### config.mk
export PLATFORM = sky130hd
export DESIGN_NAME = noisy_source_flat
export DESIGN_NICKNAME = d
export VERILOG_FILES = /design/src/rtl/noisy_source_pkg.sv /design/src/rtl/noisy_source_if.sv /design/src/rtl/noisy_source_glitch_window.sv /design/src/rtl/noisy_source.sv /design/src/flat_wrapper.sv
export SDC_FILE = /design/constraint.sdc
export NUM_CORES = 1
export LEC_CHECK = 0
export CORE_ASPECT_RATIO = 0.5
export CORE_UTILIZATION = 45
export CTS_BUF_LIST = sky130_fd_sc_hd__clkbuf_8
export DETAILED_ROUTE_END_ITERATION = 8
export PLACE_DENSITY = 0.65
export SYNTH_ARGS = -nofsm -noshare
export SYNTH_HDL_FRONTEND = slang
export SYNTH_SLANG_ARGS = --single-unit
### constraint.sdc
create_clock -name clock -period 3.9 [get_ports clock]
set_input_delay 1.17 -clock clock [delete_from_list [all_inputs] [get_ports clock]]
set_output_delay 1.17 -clock clock [all_outputs]
set_load 0.03 [all_outputs]
### src/rtl/noisy_source_pkg.sv
// Shared definitions for the noisy square-wave burst generator.
//   state_t    : FSM state encoding (IDLE, RUN, DONE)
//   W_DEFAULT  : default width of every timing/count configuration input
package noisy_source_pkg;

  localparam int W_DEFAULT = 8;

  typedef enum logic [1:0] {
    IDLE = 2'd0,
    RUN  = 2'd1,
    DONE = 2'd2
  } state_t;

endpackage

### src/rtl/noisy_source_if.sv
// Control/status bundle of noisy_source.
//   start        : burst request, only looked at while the generator is idle
//   half_period  : cycles per half period (0 behaves as 1)
//   glitch_pos   : offset inside each half period where the glitch begins
//   glitch_len   : glitch width in cycles (0 = no glitch)
//   n_periods    : number of full periods in the burst
//   sig_out      : generated noisy square wave (flop output)
//   busy         : high while a burst is running
//   done         : one-cycle pulse at burst completion
//   state        : current FSM state, exported for observation
// Handshake: start is a level request with no ready; it is accepted on any
// rising edge where the generator is IDLE and start=1, and ignored otherwise
// (never queued). Completion is signalled by the single-cycle done pulse.
interface noisy_source_if #(
  parameter int W = noisy_source_pkg::W_DEFAULT
);
  import noisy_source_pkg::*;

  logic         start;
  logic [W-1:0] half_period;
  logic [W-1:0] glitch_pos;
  logic [W-1:0] glitch_len;
  logic [W-1:0] n_periods;
  logic         sig_out;
  logic         busy;
  logic         done;
  state_t       state;

  modport master (
    output start, half_period, glitch_pos, glitch_len, n_periods,
    input  sig_out, busy, done, state
  );

  modport slave (
    input  start, half_period, glitch_pos, glitch_len, n_periods,
    output sig_out, busy, done, state
  );

endinterface

### src/rtl/noisy_source_glitch_window.sv
// Combinational glitch-window decode.
//   cnt        : position inside the current half period (0..hp-1)
//   glitch_pos : first glitched position
//   glitch_len : glitch width, 0 disables the glitch
//   hp         : effective half-period length (already forced >= 1)
//   active     : high when cnt lies inside the glitch window
module glitch_window #(
  parameter int W = noisy_source_pkg::W_DEFAULT
) (
  input  logic [W-1:0] cnt,
  input  logic [W-1:0] glitch_pos,
  input  logic [W-1:0] glitch_len,
  input  logic [W-1:0] hp,
  output logic         active
);

  // End of the window computed one bit wider so pos+len cannot wrap.
  logic [W:0] win_end;

  always_comb begin
    win_end = {1'b0, glitch_pos} + {1'b0, glitch_len};
    // cnt never reaches hp, so the window is naturally truncated at the
    // half-period boundary; a start position at or beyond hp never matches.
    active  = (glitch_len != '0) &&
              (glitch_pos < hp) &&
              (cnt >= glitch_pos) &&
              ({1'b0, cnt} < win_end);
  end

endmodule

### src/rtl/noisy_source.sv
// Burst generator of a square wave with a programmable glitch in every
// half period.
//   clock : system clock, rising edge
//   reset : asynchronous active-low reset
//   bus   : control/status bundle (noisy_source_if.slave)
// A start seen in IDLE latches the configuration and runs 2*n_periods half
// periods of hp = max(half_period,1) cycles each; the level toggles at each
// half-period boundary and is inverted inside the glitch window.
module noisy_source
  import noisy_source_pkg::*;
#(
  parameter int W = W_DEFAULT
) (
  input  logic               clock,
  input  logic               reset,
  noisy_source_if.slave      bus
);

  localparam logic [W-1:0] ONE_W  = {{(W-1){1'b0}}, 1'b1};
  localparam logic [W:0]   ONE_W1 = {{W{1'b0}}, 1'b1};

  state_t       state_q, state_n;
  logic [W-1:0] cnt_q, cnt_n;
  logic [W:0]   half_q, half_n;
  logic         level_q, level_n;
  logic [W-1:0] hp_q, hp_n;
  logic [W-1:0] gpos_q, gpos_n;
  logic [W-1:0] glen_q, glen_n;
  logic [W-1:0] np_q, np_n;
  logic         sig_q, sig_n;
  logic [W:0]   last_half;
  logic         active_n;

  // Index of the final half period; W+1 bits so 2*n_periods cannot overflow.
  assign last_half = {np_q, 1'b0} - ONE_W1;

  always_ff @(posedge clock or negedge reset) begin
    if (!reset) begin
      state_q <= IDLE;
      cnt_q   <= '0;
      half_q  <= '0;
      level_q <= 1'b0;
      hp_q    <= '0;
      gpos_q  <= '0;
      glen_q  <= '0;
      np_q    <= '0;
      sig_q   <= 1'b0;
    end else begin
      state_q <= state_n;
      cnt_q   <= cnt_n;
      half_q  <= half_n;
      level_q <= level_n;
      hp_q    <= hp_n;
      gpos_q  <= gpos_n;
      glen_q  <= glen_n;
      np_q    <= np_n;
      sig_q   <= sig_n;
    end
  end

  always_comb begin
    state_n = state_q;
    cnt_n   = cnt_q;
    half_n  = half_q;
    level_n = level_q;
    hp_n    = hp_q;
    gpos_n  = gpos_q;
    glen_n  = glen_q;
    np_n    = np_q;

    case (state_q)
      IDLE: begin
        if (bus.start) begin
          hp_n    = (bus.half_period == '0) ? ONE_W : bus.half_period;
          gpos_n  = bus.glitch_pos;
          glen_n  = bus.glitch_len;
          np_n    = bus.n_periods;
          cnt_n   = '0;
          half_n  = '0;
          level_n = 1'b0;
          state_n = (bus.n_periods != '0) ? RUN : DONE;
        end
      end
      RUN: begin
        if (cnt_q == hp_q - ONE_W) begin
          cnt_n   = '0;
          level_n = ~level_q;
          half_n  = half_q + ONE_W1;
          if (half_q == last_half) begin
            state_n = DONE;
          end
        end else begin
          cnt_n = cnt_q + ONE_W;
        end
      end
      DONE: begin
        state_n = IDLE;
      end
      default: begin
        state_n = IDLE;
      end
    endcase
  end

  // The glitch decode looks at the upcoming counter/config so that sig_out
  // can be registered and still line up with the cycle holding that count.
  glitch_window #(.W(W)) u_glitch_window (
    .cnt        (cnt_n),
    .glitch_pos (gpos_n),
    .glitch_len (glen_n),
    .hp         (hp_n),
    .active     (active_n)
  );

  always_comb begin
    sig_n = (state_n == RUN) && (level_n ^ active_n);
  end

  assign bus.sig_out = sig_q;
  assign bus.busy    = (state_q == RUN);
  assign bus.done    = (state_q == DONE);
  assign bus.state   = state_q;

endmodule

### src/flat_wrapper.sv
// flat-port wrapper written by rule: the top's interface ports become plain ports
module noisy_source_flat import noisy_source_pkg::*;
#(
  parameter int W = W_DEFAULT
)
  (clock, reset, bus_start, bus_half_period, bus_glitch_pos, bus_glitch_len, bus_n_periods, bus_sig_out, bus_busy, bus_done, bus_state);
  noisy_source_if #(.W(W)) bus_i ();
  input  logic clock;
  input  logic reset;
  input wire logic [$bits(bus_i.start)-1:0] bus_start;
  input wire logic [$bits(bus_i.half_period)-1:0] bus_half_period;
  input wire logic [$bits(bus_i.glitch_pos)-1:0] bus_glitch_pos;
  input wire logic [$bits(bus_i.glitch_len)-1:0] bus_glitch_len;
  input wire logic [$bits(bus_i.n_periods)-1:0] bus_n_periods;
  output wire logic [$bits(bus_i.sig_out)-1:0] bus_sig_out;
  output wire logic [$bits(bus_i.busy)-1:0] bus_busy;
  output wire logic [$bits(bus_i.done)-1:0] bus_done;
  output wire logic [$bits(bus_i.state)-1:0] bus_state;
  assign bus_i.start = bus_start;
  assign bus_i.half_period = bus_half_period;
  assign bus_i.glitch_pos = bus_glitch_pos;
  assign bus_i.glitch_len = bus_glitch_len;
  assign bus_i.n_periods = bus_n_periods;
  assign bus_sig_out = bus_i.sig_out;
  assign bus_busy = bus_i.busy;
  assign bus_done = bus_i.done;
  assign bus_state = bus_i.state;
  noisy_source #(.W(W)) u_core (.clock(clock), .reset(reset), .bus(bus_i));
endmodule
==> summary.md, run 1 <==
| Metric | Value |
|---|---|
| Status | `finished, violations left` |
| Violated checks | `setup timing` |
| Max-Cap Viols | `0` |
| Syn Inst Count | `399` |
| Vias per inst | `5.33` |
| Clk sinks | `53` |
| Top_reg_cell synth | `dfrtp_1` |
| Largest family of logic cells by synthesized area | `simple AND/OR/NAND/NOR gates` |
| Clock-pin slew on the worst setup and hold paths | `100 ps` |
| Final min period | `4120 ps` |
| Slew headroom | `0.356` |
| Core area | `7540 sq um` |
| Clock buffer depth | `2` |
| Critical path cell sequence | `buf_6, or3b_4, nand2_2, nand2_4, ha_4, fa_2, a21o_1, a21oi_2, o21bai_1, a21oi_1, xor2_1, ha_1, a21o_1, a21oi_2, inv_1, o32ai_2, a41oi_1, or3_1, a21boi_1` |
| Setup CP Type | `input pin to register` |
| Highest-count cells in the layout ignoring fill and taps | `58 x buf_4, 57 x nand2_1, 53 x dfrtp_1, 37 x clkdlybuf4s50_1` |
| Share of layout cells above drive strength 1 | `0.205` |
| First-pass GRT wire length | `15400 microns` |
| Post-Synth Adder-Cell Area | `0.124` |
| PnR worst setup slack | `-216 ps` |
| Setup TNS | `-216 ps` |
| Sequential share of the synthesized area | `0.368` |
| DIE WIDTH | `129 microns` |
| Post-synthesis mux area share | `0.0364` |
| # DRC | `0` |
| Commonest non-fill, non-tap cell in the layout | `buf_4` |
| Slew at the pin closest to its max-slew limit | `953 ps` |
| Layout Skew | `9.29 ps` |
| Initial drt markers | `156` |
| Post-Route WL | `9210 microns` |
| Min-delay worst type | `register to register` |
| Largest net degree at the start of global routing | `38` |
| Post-Syn Area | `3610 sq um` |
| Synth warnings | `0` |
| Yosys reg bits | `53` |
| R2r endpoint | `u_core.bus.sig_out$_DFF_PN0_` |
| H-tree depth | `2` |
| Compound-cell area share of the yosys netlist | `0.159` |
| CP max FO | `5` |
| TritonRoute pass-1 iters | `4` |
| Hold Path Sink | `u_core.np_q[7]$_DFFE_PN0P_` |
| Reg2reg setup slack | `-170 ps` |
| Worst VDD drop | `0.000438 V` |
| EDFF count, synth | `0` |
| Port buffer count | `39` |
| CP max stage cell | `or3b_4` |
| N_diodes | `0` |
| PD cells | `787 nW/um^2` |
| Num CTS Buffers | `5` |
| RSZ-0062 raised after global routing | `true` |
| Mean Syn Cell Area | `9.04 sq um` |
| Setup violators final | `1` |
| Fin nets | `566` |
| XOR/XNOR share of the synthesized area | `0.0680` |
| Final hold vios | `0` |
| Die ar. | `8400 sq um` |
| Startpoint Class | `input pin` |
| Detail Route Antenna Nets | `0` |
| Hold depth | `2` |
| Starting Density | `0.478` |
| Startpoint of the worst hold path | `u_core.np_q[7]$_DFFE_PN0P_` |
| Die H | `65.3 microns` |
| Synth Area in Simple Gates | `0.203` |
| Final Slew Violations | `0` |
| Worst hold margin | `516 ps` |
| Post-synth ARST share | `1.00` |
| P&R area growth vs syn | `33.1%` |
| Site Rows | `22` |
| Vias in the first global route | `3231` |
| Clk root buf | `clkbuf_8` |
| All-Layer GR Usage | `0.239` |
| GP Congestion | `0.868` |
| I/O pin count | `40` |
| Netlist cell types | `60` |
| Grt ovf | `0` |
| Period utilization | `1.06` |
| Fmax | `0.243 GHz` |
| CP Capture Type | `register` |
| CP peak stage delay | `410 ps` |
| Clk_lat worst skew | `320 ps` |
| Reg2reg path depth | `14` |
| Final Power | `3.78 mW` |
| Mapped Nets | `469` |
| Pleak | `2.24 nW` |
| Initial antenna violation count | `0` |
| DP HPWL | `7140 microns` |
| DR vias | `3223` |
| Critical Path RT | `4150 ps` |
| Post-cts hold buffer count | `0` |
| TritonCTS clock tree | `done` |
| CP arrival | `4370 ps` |
| WL/cell | `15.2 microns` |
| Critical register-to-register path startpoint | `u_core.hp_q[1]$_DFF_PN0_` |
==> cell type report <==
cell class | instances | area [sq um]
Timing Repair Buffer | 99 | 845
Clock buffer | 6 | 82.6
Fill cell | 640 | 2740
Multi-Input combinational cell | 306 | 2260
Sequential cell | 53 | 1330
Inverter | 31 | 116
Tap cell | 108 | 135
Clock inverter | 2 | 33.8
==> kinds of logic (layout without fill, tap and decap cells) <==
kind of cell / after synthesis / count (layout)
AO/OA/AOI/OAI: 81 / 81
AND/OR/NAND/NOR: 149 / 149
adder cells (fa/ha/maj): 35 / 35
XOR/XNOR: 28 / 28
flip-flops: 53 / 53
multiplexers: 13 / 13
buffers and inverters: 40 / 138
==> registers in the layout, indices dropped and copies added (netlist names) <==
name and count:
u_core.cnt_q 8, u_core.np_q 8, u_core.glen_q 8, u_core.bus.state 2, u_core.bus.sig_out 1, u_core.gpos_q 8
u_core.half_q 9, u_core.hp_q 8, u_core.level_q 1
==> synthesized netlist by cell type (6+ instances only) <==
cell	number	area, sq um
a21o_1	10	75.1
a21oi_1	17	85.1
clkbuf_1	6	22.5
dfrtp_1	53	1330
ha_1	34	425
inv_1	30	113
mux2i_1	12	120
nand2_1	62	233
nand3_1	10	50.1
nand4_1	8	50.1
nor2_1	23	86.3
nor3_1	7	35.0
nor4_1	7	43.8
o21ai_0	19	95.1
xnor2_1	13	114
xor2_1	15	131
==> worst max-delay path, delay by kind of cell <==
family	cells	cell delay, ps
adders and majority gates	3	750
AOI/OAI and AO/OA	9	1230
buffers and inverters	2	130
and+or+nand+nor	4	900
xor gates and xnor gates	1	170
==> worst max path at each step <==
| stage | startpoint | end | slack (ps) | depth (start not counted) |
|---|---|---|---|---|
| final | bus_start | u_core.bus.sig_out$_DFF_PN0_ | -220 | 19 |
| after CTS | bus_start | u_core.bus.sig_out$_DFF_PN0_ | -250 | 19 |
| after global placement | bus_start | u_core.bus.sig_out$_DFF_PN0_ | -890 | 19 |
| after floorplan | bus_start | u_core.bus.sig_out$_DFF_PN0_ | -570 | 20 |
| after global routing | bus_start | u_core.bus.sig_out$_DFF_PN0_ | -390 | 20 |
| after detailed placement | bus_start | u_core.bus.sig_out$_DFF_PN0_ | -1130 | 19 |
==> through the flow <==
step           worst slack (ps)   util  std cells  area [sq um]
4_1_cts                    -252  0.627        602          4730
5_1_grt                    -395  0.637        605          4800
3_5_place_dp              -1130  0.598        588          4510
2_1_floorplan              -573      -        399          3660
6_report                   -216  0.637        605          4800
3_3_place_gp               -891  0.598        588          4510
==> repair_timing <==
action                                  4_1_cts  5_1_grt
gates resized for setup                      14        8
setup buffers                                 6        3
pin swaps                                    17       11
endpoints found under the setup margin        1        1
endpoints found under the hold margin         0        0
==> per-layer routing <==
metal	GRT usage	share of wire	vias up
met5	0	0	-
met1	0.310	0.48	1559
li1	-	-	1604
met2	0.418	0.48	52
met4	0.0515	0.0080	0
met3	0.0432	0.038	8
==> where the power goes <==
part	internal [mW]	switching, mW	total (mW)
clock	0.207	0.191	0.398
combinational	1.22	1.18	2.40
sequential	0.755	0.223	0.978
Power figures use the tool's default switching activity.
==> inputs of run 2 (changes only) <==
--- a/config.mk
+++ b/config.mk
@@ -5,11 +5,12 @@
 export SDC_FILE = /design/constraint.sdc
 export NUM_CORES = 1
 export LEC_CHECK = 0
+export CAP_MARGIN = 10
 export CORE_ASPECT_RATIO = 0.5
-export CORE_UTILIZATION = 45
+export CORE_UTILIZATION = 40
 export CTS_BUF_LIST = sky130_fd_sc_hd__clkbuf_8
 export DETAILED_ROUTE_END_ITERATION = 8
-export PLACE_DENSITY = 0.65
+export PLACE_DENSITY = 0.58
 export SYNTH_ARGS = -nofsm -noshare
 export SYNTH_HDL_FRONTEND = slang
 export SYNTH_SLANG_ARGS = --single-unit
==> summary.md, run 2 (synthesis results as in run 1) <==
| Metric | Value |
|---|---|
| DR vias | `3210 (was 3223)` |
| Flop pwr share | `0.263 (was 0.259)` |
| Vias in the first global route | `3137 (was 3231)` |
| Port buffer count | `39 (unchanged)` |
| Switch share | `0.434 (was 0.422)` |
| Busiest grt layer | `met2 (unchanged)` |
| Pleak | `2.25 nW (was 2.24 nW)` |
| Setup violators final | `1 (unchanged)` |
| DIE WIDTH | `136 microns (was 129 microns)` |
| WL/cell | `15.3 microns (was 15.2 microns)` |
| Final min period | `4150 ps (was 4120 ps)` |
| Max-Cap Viols | `0 (unchanged)` |
| Clock buffer depth | `2 (unchanged)` |
| Clock share of power | `0.091 (was 0.105)` |
| Logic gate share of total power | `0.646 (was 0.636)` |
| Min-delay worst type | `register to register (unchanged)` |
| Layout Skew | `6.97 ps (was 9.29 ps)` |
| PnR worst setup slack | `-245 ps (was -216 ps)` |
| Status | `finished, violations left (unchanged)` |
| Final Slew Violations | `0 (unchanged)` |
| Post-cts hold buffer count | `0 (unchanged)` |
| GR Layer Usage met1 | `0.300 (was 0.310)` |
| Die H | `69.1 microns (was 65.3 microns)` |
| Worst VDD drop | `0.000375 V (was 0.000438 V)` |
| Initial antenna violation count | `0 (unchanged)` |
| Largest net degree at the start of global routing | `21 (was 38)` |
| Starting Density | `0.413 (was 0.478)` |
| Die ar. | `9420 sq um (was 8400 sq um)` |
| RSZ-0062 raised after global routing | `true (unchanged)` |
| Critical Path RT | `4150 ps (about the same)` |
| Period utilization | `1.06 (about the same)` |
| Dpl ws | `-1190 ps (was -1130 ps)` |
| Clock-pin slew on the worst setup and hold paths | `110 ps (was 100 ps)` |
| Biggest register | `u_core.half_q (unchanged)` |
| Clk root buf | `clkbuf_8 (unchanged)` |
| Vias per inst | `5.21 (was 5.33)` |
| Fin nets | `568 (was 566)` |
| Initial drt markers | `158 (was 156)` |
| Final hold vios | `0 (unchanged)` |
| Setup TNS | `-245 ps (was -216 ps)` |
| CP arrival | `4400 ps (was 4370 ps)` |
| Share of layout cells above drive strength 1 | `0.216 (was 0.205)` |
| Detail Route Antenna Nets | `0 (unchanged)` |
| Fmax | `0.241 GHz (was 0.243 GHz)` |
| Startpoint Class | `input pin (unchanged)` |
| GP Congestion | `0.850 (was 0.868)` |
| Grt ovf | `0 (unchanged)` |
| TritonCTS clock tree | `done (unchanged)` |
| CP Capture Type | `register (unchanged)` |
| Sw power | `1.60 mW (about the same)` |
| PD cells | `765 nW/um^2 (was 787 nW/um^2)` |
| Clk_lat worst skew | `320 ps (about the same)` |
| Num CTS Buffers | `5 (unchanged)` |
| DP HPWL | `7490 microns (was 7140 microns)` |
| All-Layer GR Usage | `0.212 (was 0.239)` |
| P&R area growth vs syn | `33.6% (was 33.1%)` |
| Highest-count cells in the layout ignoring fill and taps | `60 x buf_4, 56 x nand2_1, 53 x dfrtp_1, 37 x clkdlybuf4s50_1, 31 x ha_1 (was 58 x buf_4, 57 x nand2_1, 53 x dfrtp_1, 37 x clkdlybuf4s50_1)` |
| # DRC | `0 (unchanged)` |
| Filler-free cell count of the finished design | `616 (was 605)` |
| Commonest non-fill, non-tap cell in the layout | `buf_4 (unchanged)` |
| H-tree depth | `2 (unchanged)` |
| Final Power | `3.69 mW (was 3.78 mW)` |
| N_diodes | `0 (unchanged)` |
| Slew at the pin closest to its max-slew limit | `658 ps (was 953 ps)` |
| Met2 GRT Util | `0.333 (was 0.418)` |
| First-pass GRT wire length | `15300 microns (was 15400 microns)` |
| Placed insts | `602 (was 588)` |
| GR Layer Usage met3 | `0.0383 (was 0.0432)` |
| I/O pin count | `40 (unchanged)` |
| Clk sinks | `53 (unchanged)` |
| Core area | `8740 sq um (was 7540 sq um)` |
| CP max FO | `6 (was 5)` |
| Post-Route WL | `9410 microns (was 9210 microns)` |
| Max reg flops | `9 (unchanged)` |
| Slew headroom | `0.558 (was 0.356)` |
| Pint | `2.09 mW (was 2.18 mW)` |
| Site Rows | `24 (was 22)` |
| Setup CP Type | `input pin to register (unchanged)` |
| TritonRoute pass-1 iters | `4 (unchanged)` |
| Violated checks | `setup timing (unchanged)` |
run 2: cell types whose count changed in the layout (fill, tap and decap cells not counted), sizes merged:
cell / previous run / this run
clkinvlp: 0 / 1
bufinv: 1 / 0
clkinv: 1 / 2
clkbuf: 6 / 5
buf: 62 / 64
run 2: per-stage QoR:
step,utilization,instance area (sq um),hold WS (ps)
6_report,0.551,4820,527
5_1_grt,0.551,4820,549
4_1_cts,0.543,4740,533
3_5_place_dp,0.522,4560,506
3_3_place_gp,0.522,4560,491
2_1_floorplan,-,3660,464
run 2: power by group through the flow:
stage	combinational [mW]	clock (mW)	sequential (mW)
floorplan	1.44	0	0.912
global placement	2.14	0	0.959
detailed placement	2.22	0	0.969
CTS	2.33	0.346	0.963
global route	2.67	0.364	0.999
finish	2.38	0.334	0.971
run 2: area by class of cell:
cell class / count / area (sq um)
Tap cell: 117 / 146
Fill cell: 768 / 3920
Clock inverter: 3 / 21.3
Sequential cell: 53 / 1330
Multi-Input combinational cell: 306 / 2280
Timing Repair Buffer: 101 / 863
Inverter: 31 / 116
Clock buffer: 5 / 68.8
run 2: worst paths after layout:
check                      slack [ps]                       start                      endpoint  depth (start not counted)
max                              -250                   bus_start  u_core.bus.sig_out$_DFF_PN0_                         21
min                               530  u_core.np_q[7]$_DFFE_PN0P_    u_core.np_q[7]$_DFFE_PN0P_                          2
max reg2reg                       -70    u_core.hp_q[0]$_DFF_PN0_  u_core.bus.sig_out$_DFF_PN0_                         17
min reg2reg                       530  u_core.np_q[7]$_DFFE_PN0P_    u_core.np_q[7]$_DFFE_PN0P_                          2
max in group asynchronous        2490                       reset    u_core.gpos_q[6]$_DFF_PN0_                          2
min in group asynchronous         770                       reset  u_core.half_q[3]$_DFFE_PN0P_                          1
run 2: what timing repair did:
item	CTS	global route
setup endpoints to repair	1	1
buffers inserted	3	3
resized for setup	17	10
pin swaps	17	12
run 2: metal layers:
layer  vias to the layer above  wire length [microns]
met5                         -                      0
met4                         0                     87
met3                         8                    479
met2                        68                   4180
met1                      1530                   4660
li1                       1604                      -
run 2: worst max-delay path, stage by stage:
cell and delay, ps:
buf_8 100, nor3b_4 160, buf_6 150, buf_4 130, nand2_2 60, nand2_2 70, ha_4 170, fa_2 340
a21o_1 170, a21oi_2 140, o21bai_1 110, a21oi_1 190, xor2_1 170, ha_1 260, a21o_1 170, a21oi_2 140
inv_1 70, o32ai_2 120, a41oi_2 60, or3_1 320, a21boi_1 120
==> inputs of run 3 (changes only) <==
--- a/config.mk
+++ b/config.mk
@@ -7,10 +7,10 @@
 export LEC_CHECK = 0
 export CAP_MARGIN = 10
 export CORE_ASPECT_RATIO = 0.5
-export CORE_UTILIZATION = 40
+export CORE_UTILIZATION = 50
 export CTS_BUF_LIST = sky130_fd_sc_hd__clkbuf_8
 export DETAILED_ROUTE_END_ITERATION = 8
-export PLACE_DENSITY = 0.58
+export PLACE_DENSITY = 0.71
 export SYNTH_ARGS = -nofsm -noshare
 export SYNTH_HDL_FRONTEND = slang
 export SYNTH_SLANG_ARGS = --single-unit
==> summary.md, run 3 (synthesis results as in run 1) <==
| Metric | Value |
|---|---|
| CP endpoint | `u_core.bus.sig_out$_DFF_PN0_ (unchanged)` |
| TritonCTS clock tree | `done (unchanged)` |
| H-tree depth | `2 (unchanged)` |
| Post-cts hold buffer count | `0 (unchanged)` |
| Min-delay worst type | `register to register (unchanged)` |
| Num CTS Buffers | `5 (unchanged)` |
| N_diodes | `0 (unchanged)` |
| Placed insts | `574 (was 602)` |
| Starting Density | `0.528 (was 0.413)` |
| Fill cells | `542 (was 768)` |
| Post-Route WL | `9580 microns (was 9410 microns)` |
| All-Layer GR Usage | `0.271 (was 0.212)` |
| DIE WIDTH | `122 microns (was 136 microns)` |
| Period utilization | `1.08 (was 1.06)` |
| Fin nets | `564 (was 568)` |
| CP max FO | `5 (was 6)` |
| Clock share of power | `0.091 (about the same)` |
| Final min period | `4220 ps (was 4150 ps)` |
| Clk_lat worst skew | `330 ps (was 320 ps)` |
| Final hold vios | `0 (unchanged)` |
| PnR worst setup slack | `-318 ps (was -245 ps)` |
| Vias per inst | `5.56 (was 5.21)` |
| Detail Route Antenna Nets | `0 (unchanged)` |
| Setup CP Type | `input pin to register (unchanged)` |
| Fmax | `0.237 GHz (was 0.241 GHz)` |
| Port buffer count | `39 (unchanged)` |
| Clock-pin slew on the worst setup and hold paths | `110 ps (about the same)` |
| Die H | `62.1 microns (was 69.1 microns)` |
| Critical path buffers and inverters | `2 (was 4)` |
| Setup violators final | `1 (unchanged)` |
| Clk sinks | `53 (unchanged)` |
| Critical Path Stages | `18 (was 21)` |
| Initial drt markers | `218 (was 158)` |
| Post-DP Area | `4510 sq um (was 4560 sq um)` |
| Slew at the pin closest to its max-slew limit | `851 ps (was 658 ps)` |
| Largest net degree at the start of global routing | `37 (was 21)` |
| I/O pin count | `40 (unchanged)` |
| Commonest non-fill, non-tap cell in the layout | `nand2_1 (was buf_4)` |
| Critical path cell sequence | `buf_6, or3b_4, nand2_2, nand2_4, ha_4, fa_2, a21o_1, a21oi_2, o21bai_1, a21oi_1, xor2_1, ha_1, a21o_1, a21oi_2, buf_4, a41oi_2, or3_1, a21boi_1 (was buf_8, nor3b_4, buf_6, buf_4, nand2_2, nand2_2, ha_4, fa_2, a21o_1, a21oi_2, o21bai_1, a21oi_1, xor2_1, ha_1, a21o_1, a21oi_2, inv_1, o32ai_2, a41oi_2, or3_1, a21boi_1)` |
| Max reg flops | `9 (unchanged)` |
| Final Slew Violations | `0 (unchanged)` |
| Layout Skew | `10.0 ps (was 6.97 ps)` |
| Sw power | `1.64 mW (was 1.60 mW)` |
| Filler-free cell count of the finished design | `587 (was 616)` |
| Highest-count cells in the layout ignoring fill and taps | `58 x nand2_1, 57 x buf_4, 53 x dfrtp_1, 37 x clkdlybuf4s50_1, 32 x ha_1 (was 60 x buf_4, 56 x nand2_1, 53 x dfrtp_1, 37 x clkdlybuf4s50_1, 31 x ha_1)` |
| TritonRoute pass-1 iters | `5 (was 4)` |
| Die ar. | `7580 sq um (was 9420 sq um)` |
| Reg2reg path depth | `13 (was 17)` |
| CP arrival | `4470 ps (was 4400 ps)` |
| P&R area growth vs syn | `30.4% (was 33.6%)` |
| Share of layout cells above drive strength 1 | `0.200 (was 0.216)` |
| Worst VDD drop | `0.000387 V (was 0.000375 V)` |
| CP peak stage delay | `420 ps (was 340 ps)` |
| CP max stage cell | `or3b_4 (was fa_2)` |
| First-pass GRT wire length | `15300 microns (unchanged)` |
| Vias in the first global route | `3217 (was 3137)` |
| Grt ovf | `0 (unchanged)` |
| Core Util, Final | `0.688 (was 0.551)` |
| Biggest register | `u_core.half_q (unchanged)` |
| # DRC | `0 (unchanged)` |
| Pleak | `2.22 nW (was 2.25 nW)` |
| Critical Path RT | `4160 ps (was 4150 ps)` |
| Core area | `6830 sq um (was 8740 sq um)` |
| Switch share | `0.442 (was 0.434)` |
| Reg2reg setup slack | `-160 ps (was -70 ps)` |
| Critical register-to-register path startpoint | `u_core.hp_q[0]$_DFF_PN0_ (unchanged)` |
| Critical Path Source | `bus_start (unchanged)` |
| GP Congestion | `0.840 (was 0.850)` |
| Slew headroom | `0.433 (was 0.558)` |
| Dpl ws | `-1130 ps (was -1190 ps)` |
| Final Power | `3.71 mW (was 3.69 mW)` |
| Clk root buf | `clkbuf_8 (unchanged)` |
| Clock buffer depth | `2 (unchanged)` |
| Violated checks | `setup timing (unchanged)` |
| R2r endpoint | `u_core.bus.sig_out$_DFF_PN0_ (unchanged)` |
| Logic gate share of total power | `0.646 (about the same)` |
| Site Rows | `21 (was 24)` |
| WL/cell | `16.3 microns (was 15.3 microns)` |
| PD cells | `789 nW/um^2 (was 765 nW/um^2)` |
| Pint | `2.07 mW (was 2.09 mW)` |
| Flop pwr share | `0.263 (about the same)` |
| Largest delay share family, worst path | `compound AO/OA/AOI/OAI gates (unchanged)` |
| CP Capture Type | `register (unchanged)` |
| DP HPWL | `7380 microns (was 7490 microns)` |
| Setup TNS | `-318 ps (was -245 ps)` |
| Status | `finished, violations left (unchanged)` |
| Worst hold margin | `528 ps (was 527 ps)` |
| RSZ-0062 raised after global routing | `true (unchanged)` |
| DR vias | `3261 (was 3210)` |
| Final Cell Area | `4700 sq um (was 4820 sq um)` |
| Initial antenna violation count | `0 (unchanged)` |
| Max-Cap Viols | `0 (unchanged)` |
| Startpoint Class | `input pin (unchanged)` |
-- run 3: timing repair --
action	in CTS	in global routing
endpoints found under the setup margin	1	1
resized for setup	8	9
pin swaps	16	11
buffers inserted	3	2
-- run 3: cell type report --
cell class,count,area (sq um),area share
sequential,53,1330,0.282
inverter,31,116,0.0247
timing repair buffer,97,826,0.176
tap,92,115,0.0245
multi-input combinational,306,2230,0.474
clock buffer,5,68.8,0.0146
clock inverter,3,21.3,0.00452
-- run 3: layer usage --
| layer | wire (microns) | track usage |
|---|---|---|
| met1 | 4330 | 0.341 |
| met2 | 4610 | 0.475 |
| met3 | 482 | 0.0593 |
| met4 | 155 | 0.0976 |
| met5 | 0 | 0 |
-- run 3: worst min path at each step --
stage	cells after the start	start	slack, ps	end
finish	2	u_core.np_q[7]$_DFFE_PN0P_	530	u_core.np_q[7]$_DFFE_PN0P_
global route	2	u_core.np_q[7]$_DFFE_PN0P_	560	u_core.np_q[7]$_DFFE_PN0P_
CTS	2	u_core.np_q[7]$_DFFE_PN0P_	530	u_core.np_q[7]$_DFFE_PN0P_
detailed placement	2	u_core.np_q[7]$_DFFE_PN0P_	510	u_core.np_q[7]$_DFFE_PN0P_
global placement	2	u_core.np_q[7]$_DFFE_PN0P_	490	u_core.np_q[7]$_DFFE_PN0P_
floorplan	2	u_core.np_q[7]$_DFFE_PN0P_	460	u_core.np_q[7]$_DFFE_PN0P_
-- run 3: power groups by stage --
stage | Clock (mW) | Combinational (mW) | Sequential (mW)
finish | 0.337 | 2.40 | 0.977
global route | 0.366 | 2.64 | 1.00
CTS | 0.345 | 2.30 | 0.970
detailed placement | 0 | 2.23 | 0.981
global placement | 0 | 2.09 | 0.965
floorplan | 0 | 1.44 | 0.912
-- run 3: tightest hold or removal path, cell delays in order (launching register included) --
cell	delay [ps]
dfrtp_1	380
nand2_1	60
nand2_1	60
